## src/rtl/pet_stats_engine_pkg.sv

```systemverilog
// Shared types and saturating arithmetic for the pet stats engine.
package pet_pkg;

  typedef enum logic [1:0] {
    ALIVE = 2'b00,
    SLEEP = 2'b01,
    SICK  = 2'b10,
    DEAD  = 2'b11
  } pet_state_e;

  localparam int HEALTH_IDX = 0;
  localparam int ENERGY_IDX = 1;

  // Add clamped to the largest value representable in w bits.
  function automatic logic [31:0] sat_add(input logic [31:0] a, input logic [31:0] b,
                                          input int unsigned w);
    logic [32:0] sum;
    logic [32:0] max;
    sum = {1'b0, a} + {1'b0, b};
    max = (33'd1 << w) - 33'd1;
    return (sum > max) ? max[31:0] : sum[31:0];
  endfunction

  function automatic logic [31:0] sat_sub(input logic [31:0] a, input logic [31:0] b);
    return (a > b) ? (a - b) : 32'd0;
  endfunction

endpackage

```

## src/rtl/pet_stats_engine_if.sv

```systemverilog
// Care-action handshake between a requester and the pet stats engine.
interface pet_stats_engine_if #(parameter int IDX_W = 3);
  logic             action_valid;
  logic [IDX_W-1:0] action_id;
  logic             action_ready;
  logic             action_err;

  modport master (output action_valid, action_id, input action_ready, action_err);
  modport slave  (input action_valid, action_id, output action_ready, action_err);
endinterface

```

## src/rtl/pet_stats_engine_tick_gen.sv

```systemverilog
// Game-tick prescaler: counts while ena is high, one-cycle tick after TICK_DIV-1.
module pet_tick_gen #(
  parameter int TICK_DIV = 10_000_000
) (
  input  logic clk,
  input  logic rst_n,
  input  logic ena,
  output logic tick
);
  localparam int CW = $clog2(TICK_DIV);

  logic [CW-1:0] r_cnt;
  logic          r_tick;

  always_ff @(posedge clk) begin
    if (!rst_n) begin
      r_cnt  <= '0;
      r_tick <= 1'b0;
    end else begin
      r_tick <= 1'b0;
      if (ena) begin
        if (r_cnt == CW'(TICK_DIV - 1)) begin
          r_cnt  <= '0;
          r_tick <= 1'b1;
        end else begin
          r_cnt <= r_cnt + CW'(1);
        end
      end
    end
  end

  assign tick = r_tick;
endmodule

```

## src/rtl/pet_stats_engine.sv

```systemverilog
// Pet stats engine: saturating stat counters, tick decay, care actions, life-cycle FSM.
module pet_stats_engine
  import pet_pkg::*;
#(
  parameter int NUM_STATS    = 6,
  parameter int STAT_W       = 4,
  parameter int TICK_DIV     = 10_000_000,
  parameter int INIT_VAL     = 8,
  parameter int DECAY_STEP   = 1,
  parameter int ACTION_STEP  = 4,
  parameter int THRESH_LOW   = 3,
  parameter int SICK_COUNT   = 2,
  parameter int COOLDOWN_CYC = 3
) (
  input  logic                          clk,
  input  logic                          rst_n,
  input  logic                          ena,
  input  logic [3:0]                    rand_in,
  pet_stats_engine_if.slave             act,
  input  logic                          revive,
  output logic [NUM_STATS*STAT_W-1:0]   stats_flat,
  output logic [NUM_STATS-1:0]          low_mask,
  output logic [1:0]                    pet_state,
  output logic                          tick
);
  localparam int                CD_W     = $clog2(COOLDOWN_CYC + 2);
  localparam logic [STAT_W-1:0] STAT_MAX = '1;

  logic [NUM_STATS-1:0][STAT_W-1:0] r_stats, w_stats_nxt;
  pet_state_e                       r_state, w_state_nxt;
  logic [CD_W-1:0]                  r_cd;
  logic                             r_err;
  logic                             w_tick, w_live, w_accept;
  logic [31:0]                      w_zero_cnt;

  pet_tick_gen #(.TICK_DIV(TICK_DIV)) u_tick (
    .clk   (clk),
    .rst_n (rst_n),
    .ena   (ena),
    .tick  (w_tick)
  );

  assign w_live           = (r_state == ALIVE) || (r_state == SICK);
  assign act.action_ready = w_live && (r_cd == '0);
  assign w_accept         = act.action_valid && act.action_ready;

  // Decay is applied before the action boost so a same-cycle collision lands both.
  for (genvar i = 0; i < NUM_STATS; i++) begin : g_stat
    logic [31:0] w_dec, w_inc;
    always_comb begin
      w_dec = 32'd0;
      w_inc = 32'd0;
      if (w_tick && w_live) begin
        w_dec = 32'(DECAY_STEP);
        if (32'(rand_in) == i) w_dec = w_dec + 32'd1;
        if ((r_state == SICK) && (i == HEALTH_IDX)) w_dec = w_dec + 32'd1;
      end
      if (w_tick && (r_state == SLEEP) && (i == ENERGY_IDX)) w_inc = 32'd1;
      if (w_accept && (32'(act.action_id) == i)) w_inc = w_inc + 32'(ACTION_STEP);
    end
    assign w_stats_nxt[i] = STAT_W'(sat_add(sat_sub(32'(r_stats[i]), w_dec), w_inc, STAT_W));
    assign low_mask[i]    = 32'(r_stats[i]) <= 32'(THRESH_LOW);
  end

  always_comb begin
    w_zero_cnt = 32'd0;
    for (int i = 0; i < NUM_STATS; i++)
      if (r_stats[i] == '0) w_zero_cnt = w_zero_cnt + 32'd1;
  end

  always_ff @(posedge clk) begin
    if (!rst_n)
      r_stats <= {NUM_STATS{STAT_W'(INIT_VAL)}};
    else if ((r_state == DEAD) && revive)
      r_stats <= {NUM_STATS{STAT_W'(INIT_VAL)}};
    else
      r_stats <= w_stats_nxt;
  end

  always_ff @(posedge clk) begin
    if (!rst_n) begin
      r_cd  <= '0;
      r_err <= 1'b0;
    end else begin
      r_err <= w_accept && (32'(act.action_id) >= 32'(NUM_STATS));
      if (w_accept)        r_cd <= CD_W'(COOLDOWN_CYC);
      else if (r_cd != '0) r_cd <= r_cd - CD_W'(1);
    end
  end

  always_ff @(posedge clk) begin
    if (!rst_n) r_state <= ALIVE;
    else        r_state <= w_state_nxt;
  end

  always_comb begin
    w_state_nxt = r_state;
    if ((r_state != DEAD) && (r_stats[HEALTH_IDX] == '0)) begin
      w_state_nxt = DEAD;
    end else begin
      case (r_state)
        ALIVE: if (r_stats[ENERGY_IDX] == '0)                w_state_nxt = SLEEP;
               else if (w_zero_cnt >= 32'(SICK_COUNT))       w_state_nxt = SICK;
        SLEEP: if (r_stats[ENERGY_IDX] == STAT_MAX)          w_state_nxt = ALIVE;
        SICK:  if ((w_zero_cnt < 32'(SICK_COUNT)) &&
                   (32'(r_stats[HEALTH_IDX]) > 32'(THRESH_LOW))) w_state_nxt = ALIVE;
        DEAD:  if (revive)                                   w_state_nxt = ALIVE;
        default: w_state_nxt = r_state;
      endcase
    end
  end

  assign stats_flat     = r_stats;
  assign pet_state      = r_state;
  assign tick           = w_tick;
  assign act.action_err = r_err;
endmodule

```

## src/flat_wrapper.sv

```systemverilog
// flat-port wrapper written by rule: the top's interface ports become plain ports
module pet_stats_engine_flat import pet_pkg::*;
#(
  parameter int NUM_STATS    = 6,
  parameter int STAT_W       = 4,
  parameter int TICK_DIV     = 10_000_000,
  parameter int INIT_VAL     = 8,
  parameter int DECAY_STEP   = 1,
  parameter int ACTION_STEP  = 4,
  parameter int THRESH_LOW   = 3,
  parameter int SICK_COUNT   = 2,
  parameter int COOLDOWN_CYC = 3
)
  (clk, rst_n, ena, rand_in, revive, stats_flat, low_mask, pet_state, tick, act_action_valid, act_action_id, act_action_ready, act_action_err);
  pet_stats_engine_if #(.IDX_W(3)) act_i ();
  input  logic clk;
  input  logic rst_n;
  input  logic ena;
  input  logic [3:0] rand_in;
  input  logic revive;
  output logic [NUM_STATS*STAT_W-1:0] stats_flat;
  output logic [NUM_STATS-1:0] low_mask;
  output logic [1:0] pet_state;
  output logic tick;
  input wire logic [$bits(act_i.action_valid)-1:0] act_action_valid;
  input wire logic [$bits(act_i.action_id)-1:0] act_action_id;
  output wire logic [$bits(act_i.action_ready)-1:0] act_action_ready;
  output wire logic [$bits(act_i.action_err)-1:0] act_action_err;
  assign act_i.action_valid = act_action_valid;
  assign act_i.action_id = act_action_id;
  assign act_action_ready = act_i.action_ready;
  assign act_action_err = act_i.action_err;
  pet_stats_engine #(.NUM_STATS(NUM_STATS), .STAT_W(STAT_W), .TICK_DIV(TICK_DIV), .INIT_VAL(INIT_VAL), .DECAY_STEP(DECAY_STEP), .ACTION_STEP(ACTION_STEP), .THRESH_LOW(THRESH_LOW), .SICK_COUNT(SICK_COUNT), .COOLDOWN_CYC(COOLDOWN_CYC)) u_core (.clk(clk), .rst_n(rst_n), .ena(ena), .rand_in(rand_in), .act(act_i), .revive(revive), .stats_flat(stats_flat), .low_mask(low_mask), .pet_state(pet_state), .tick(tick));
endmodule
```

## config.mk

```make
export PLATFORM = sky130hd
export DESIGN_NAME = pet_stats_engine_flat
export DESIGN_NICKNAME = d
export VERILOG_FILES = /design/src/rtl/pet_stats_engine_pkg.sv /design/src/rtl/pet_stats_engine_if.sv /design/src/rtl/pet_stats_engine_tick_gen.sv /design/src/rtl/pet_stats_engine.sv /design/src/flat_wrapper.sv
export SDC_FILE = /design/constraint.sdc
export NUM_CORES = 1
export LEC_CHECK = 0
export ABC_AREA = 1
export CAP_MARGIN = 40
export CORE_ASPECT_RATIO = 1.5
export CORE_MARGIN = 2
export CORE_UTILIZATION = 48
export DETAILED_ROUTE_END_ITERATION = 6
export PLACE_DENSITY = 0.69
export SYNTH_ARGS = -nofsm -noshare
export SYNTH_HDL_FRONTEND = slang
export SYNTH_HIERARCHICAL = 1
export SYNTH_SLANG_ARGS = --single-unit
```

## constraint.sdc

```tcl
create_clock -name clk -period 5.15 [get_ports clk]
set_input_delay 0.7725 -clock clk [delete_from_list [all_inputs] [get_ports clk]]
set_output_delay 0.7725 -clock clk [all_outputs]
set_load 0.01 [all_outputs]
```

==> impl_metrics.py <==
metrics = {
    "timing": {
        "setup_viol": 0,
        "finClkSkew_ps": 3.820,
        "fmax_ghz": 0.2568,
        "finalHoldViolations": 0,
        "tns_ps": 0,
        "drv_slew": 0,
        "relSlewSlack_pct": 54.41,
        "timing.hold.ws_ps": 488.7,
        "post-route-period-util_pct": 75.61,
        "worstMarginPinSlew_ps": 677.6,
        "rsz0062_at_grt": "no",
        "min_period_ps": 3894,
    },
    "global_route": {
        "grt_pass1_vias": 3735,
        "grtUsageMet2_pct": 44.16,
        "grt_pass1_wl_um": 16100,
        "grt-busiest-layer": "met2",
        "grt.overflow.total": 0,
        "grt_max_degree": 17,
        "use_met3_pct": 3.246,
        "track_usage_pct": 22.12,
        "use_met1_pct": 22.84,
        "antenna_found_initial": 0,
    },
    "clock_tree": {
        "clock_path_buffers": 2,
        "cts-buffers-inserted": 5,
        "cts_hold_buffers": 0,
        "cts.sinks": 55,
        "cts.repair.resized": 0,
        "cts_setup_buffers": 0,
        "clk_pin_slew_ps": 70,
        "h-tree-depth": 2,
        "tritoncts": "yes",
        "clock-root-buffer": "clkbuf_16",
        "insertion_delay_ps": 290,
    },
    "logic_synthesis": {
        "syn_area_um2": 4035,
        "synth_top_cell_by_area": "dfxtp_1",
        "synth_nets": 667,
        "ys_ff_latch": 55,
        "synthDistinctLibCells": 31,
        "netlist_instances": 609,
        "ys_top_cells_by_area": "dfxtp_1, nand2_1, ha_1",
        "synth_warnings": 6,
        "synth_top_cell_area_share_pct": 27.29,
        "syn_avg_cell_area_um2": 6.626,
        "yosysSeqAreaShare_pct": 27.29,
    },
    "power": {
        "pwr-share-comb_pct": 29.2,
        "power.total_mw": 1.246,
        "ir_worst_vdd_uv": 185.7,
        "clockPowerShare_pct": 32.2,
        "switching_power_mw": 0.3998,
        "seqPwrFrac_pct": 38.6,
        "p_leak_nw": 2.341,
        "power.density_nw_per_um2": 260.0,
        "p_int_mw": 0.8462,
        "switching_share_pct": 32.08,
    },
    "die": {
        "ios": 47,
        "initial_utilization_pct": 48.55,
        "die-area_um2": 9171,
        "fp.coreArea_um2": 8310,
        "die_y_um": 116.3,
        "rows": 41,
        "die_width_um": 78.86,
    },
    "job": {
        "maxCapViolCount": 0,
    },
    "finish": {
        "area_delta_synth_final_pct": 18.76,
        "multi_input_area_um2": 2514,
        "diodes": 0,
        "mostFrequentLayoutCells": "nand2_1, inv_1, nor2_1",
        "nFillCells": 826,
        "drive_above_1_share_pct": 6.051,
        "final-seq-area_um2": 1101,
        "nets": 718,
        "final_common_cell": "nand2_1",
    },
    "setup_path": {
        "required_ps": 5340,
        "slowest_delay_ps": 360,
        "crit_slowest_cell": "dfxtp_1",
        "crit_arrival_ps": 4080,
        "cp_max_fo": 5,
        "r2r_setup_slack_ps": 1260,
        "crit_path_frequent_cell": "nand2_1",
        "crit_type": "reg2reg",
        "endpoint_kind": "flop",
        "start_kind": "flop",
    },
    "placed_design": {
        "place.gp.congestion": 0.9020,
        "place_hpwl_um": 7701,
        "numPortBuffers": 46,
    },
    "route": {
        "post_drt_wl_per_cell_um": 12.29,
        "drtPass1Iterations": 4,
        "postRouteAntennaNets": 0,
        "routed_wl_um": 9436,
        "viasPerCell": 5.069,
        "drc_errors": 0,
        "dr_total_vias": 3893,
        "drtIter0Drc": 193,
    },
    "hold_path": {
        "hp-class": "reg2reg",
    },
    "run_status": {
        "status": "completed",
    },
}
## cells by family after synthesis
family | after synthesis | share of synthesized area (%)
simple gates | 335 | 36.62
buf+inv | 111 | 10.42
flops | 55 | 27.29
fa+ha+maj | 46 | 15.38
compound gates | 45 | 6.605
xor+xnor | 17 | 3.690
## metal layers
layer / wire length (µm) / share of wire [%] / vias up
met1: 3610 / 38 / 1790
li1: - / - / 2013
met3: 450 / 4.8 / 11
met5: 0 / 0 / -
met2: 5188 / 55 / 79
met4: 187 / 2.0 / 0
## cell usage after synthesis, drive strengths merged
library cell / n
a211oi: 6
a21oi: 19
a31o: 1
a31oi: 6
buf: 1
clkbuf: 1
dfxtp: 55
fa: 6
ha: 40
inv: 109
nand2: 149
nand3: 39
nand3b: 3
nand4: 6
nor2: 115
nor3: 13
nor3b: 1
nor4: 5
o21ai: 7
o31ai: 6
or2: 4
xnor2: 6
xor2: 11
## stage by stage
step,worst slack [ps],area (µm²),cells,utilization [%]
after CTS,1250,4792,768,57.66
after detailed placement,1140,4618,760,55.57
after global routing,828.6,4792,768,57.66
final,1256,4792,768,57.66
after floorplan,1461,4035,609,-
after global placement,1226,4618,760,55.57
## power groups by stage
| stage | Clock, mW | Sequential (mW) | Combinational, mW |
|---|---|---|---|
| 2_1_floorplan | 0 | 0.493 | 0.232 |
| 3_3_place_gp | 0 | 0.490 | 0.350 |
| 3_5_place_dp | 0 | 0.491 | 0.362 |
| 4_1_cts | 0.412 | 0.481 | 0.365 |
| 5_1_grt | 0.434 | 0.484 | 0.415 |
| 6_report | 0.401 | 0.481 | 0.364 |
## path summary, 6_finish.rpt
path,cells past startpoint,start,end
setup reg to reg,26,u_core/stats_flat[2],u_core/pet_state[1]
setup / recovery,26,u_core/stats_flat[2],u_core/pet_state[1]
hold reg to reg,2,u_core/u_tick/r_cnt[20],u_core/u_tick/r_cnt[20]
hold / removal,2,u_core/u_tick/r_cnt[20],u_core/u_tick/r_cnt[20]
## registers in the layout, indices dropped and copies added (netlist names)
register               count
u_core/act.action_err      1
u_core/pet_state           2
u_core/r_cd                3
u_core/stats_flat         24
u_core/u_tick/r_cnt       24
u_core/u_tick/tick         1
## worst max-delay path, delay by kind of cell, from the launching register on
family                   cells  cell delay [ps]
adder cells (fa/ha/maj)      4             1160
AND/OR/NAND/NOR             14             1680
AO/OA/AOI/OAI                1              110
flip-flops                   1              360
buffers and inverters        7              480
## layout make-up
cell class              instances  area share, %
multi-input cells             443          52.45
clock buffers                   6          2.898
well taps                     107          2.794
inverters                     109          8.538
repair buffers                 46          9.608
flip-flops and latches         55          22.98
clock inverters                 2         0.7311
Power figures use the tool's default switching activity.
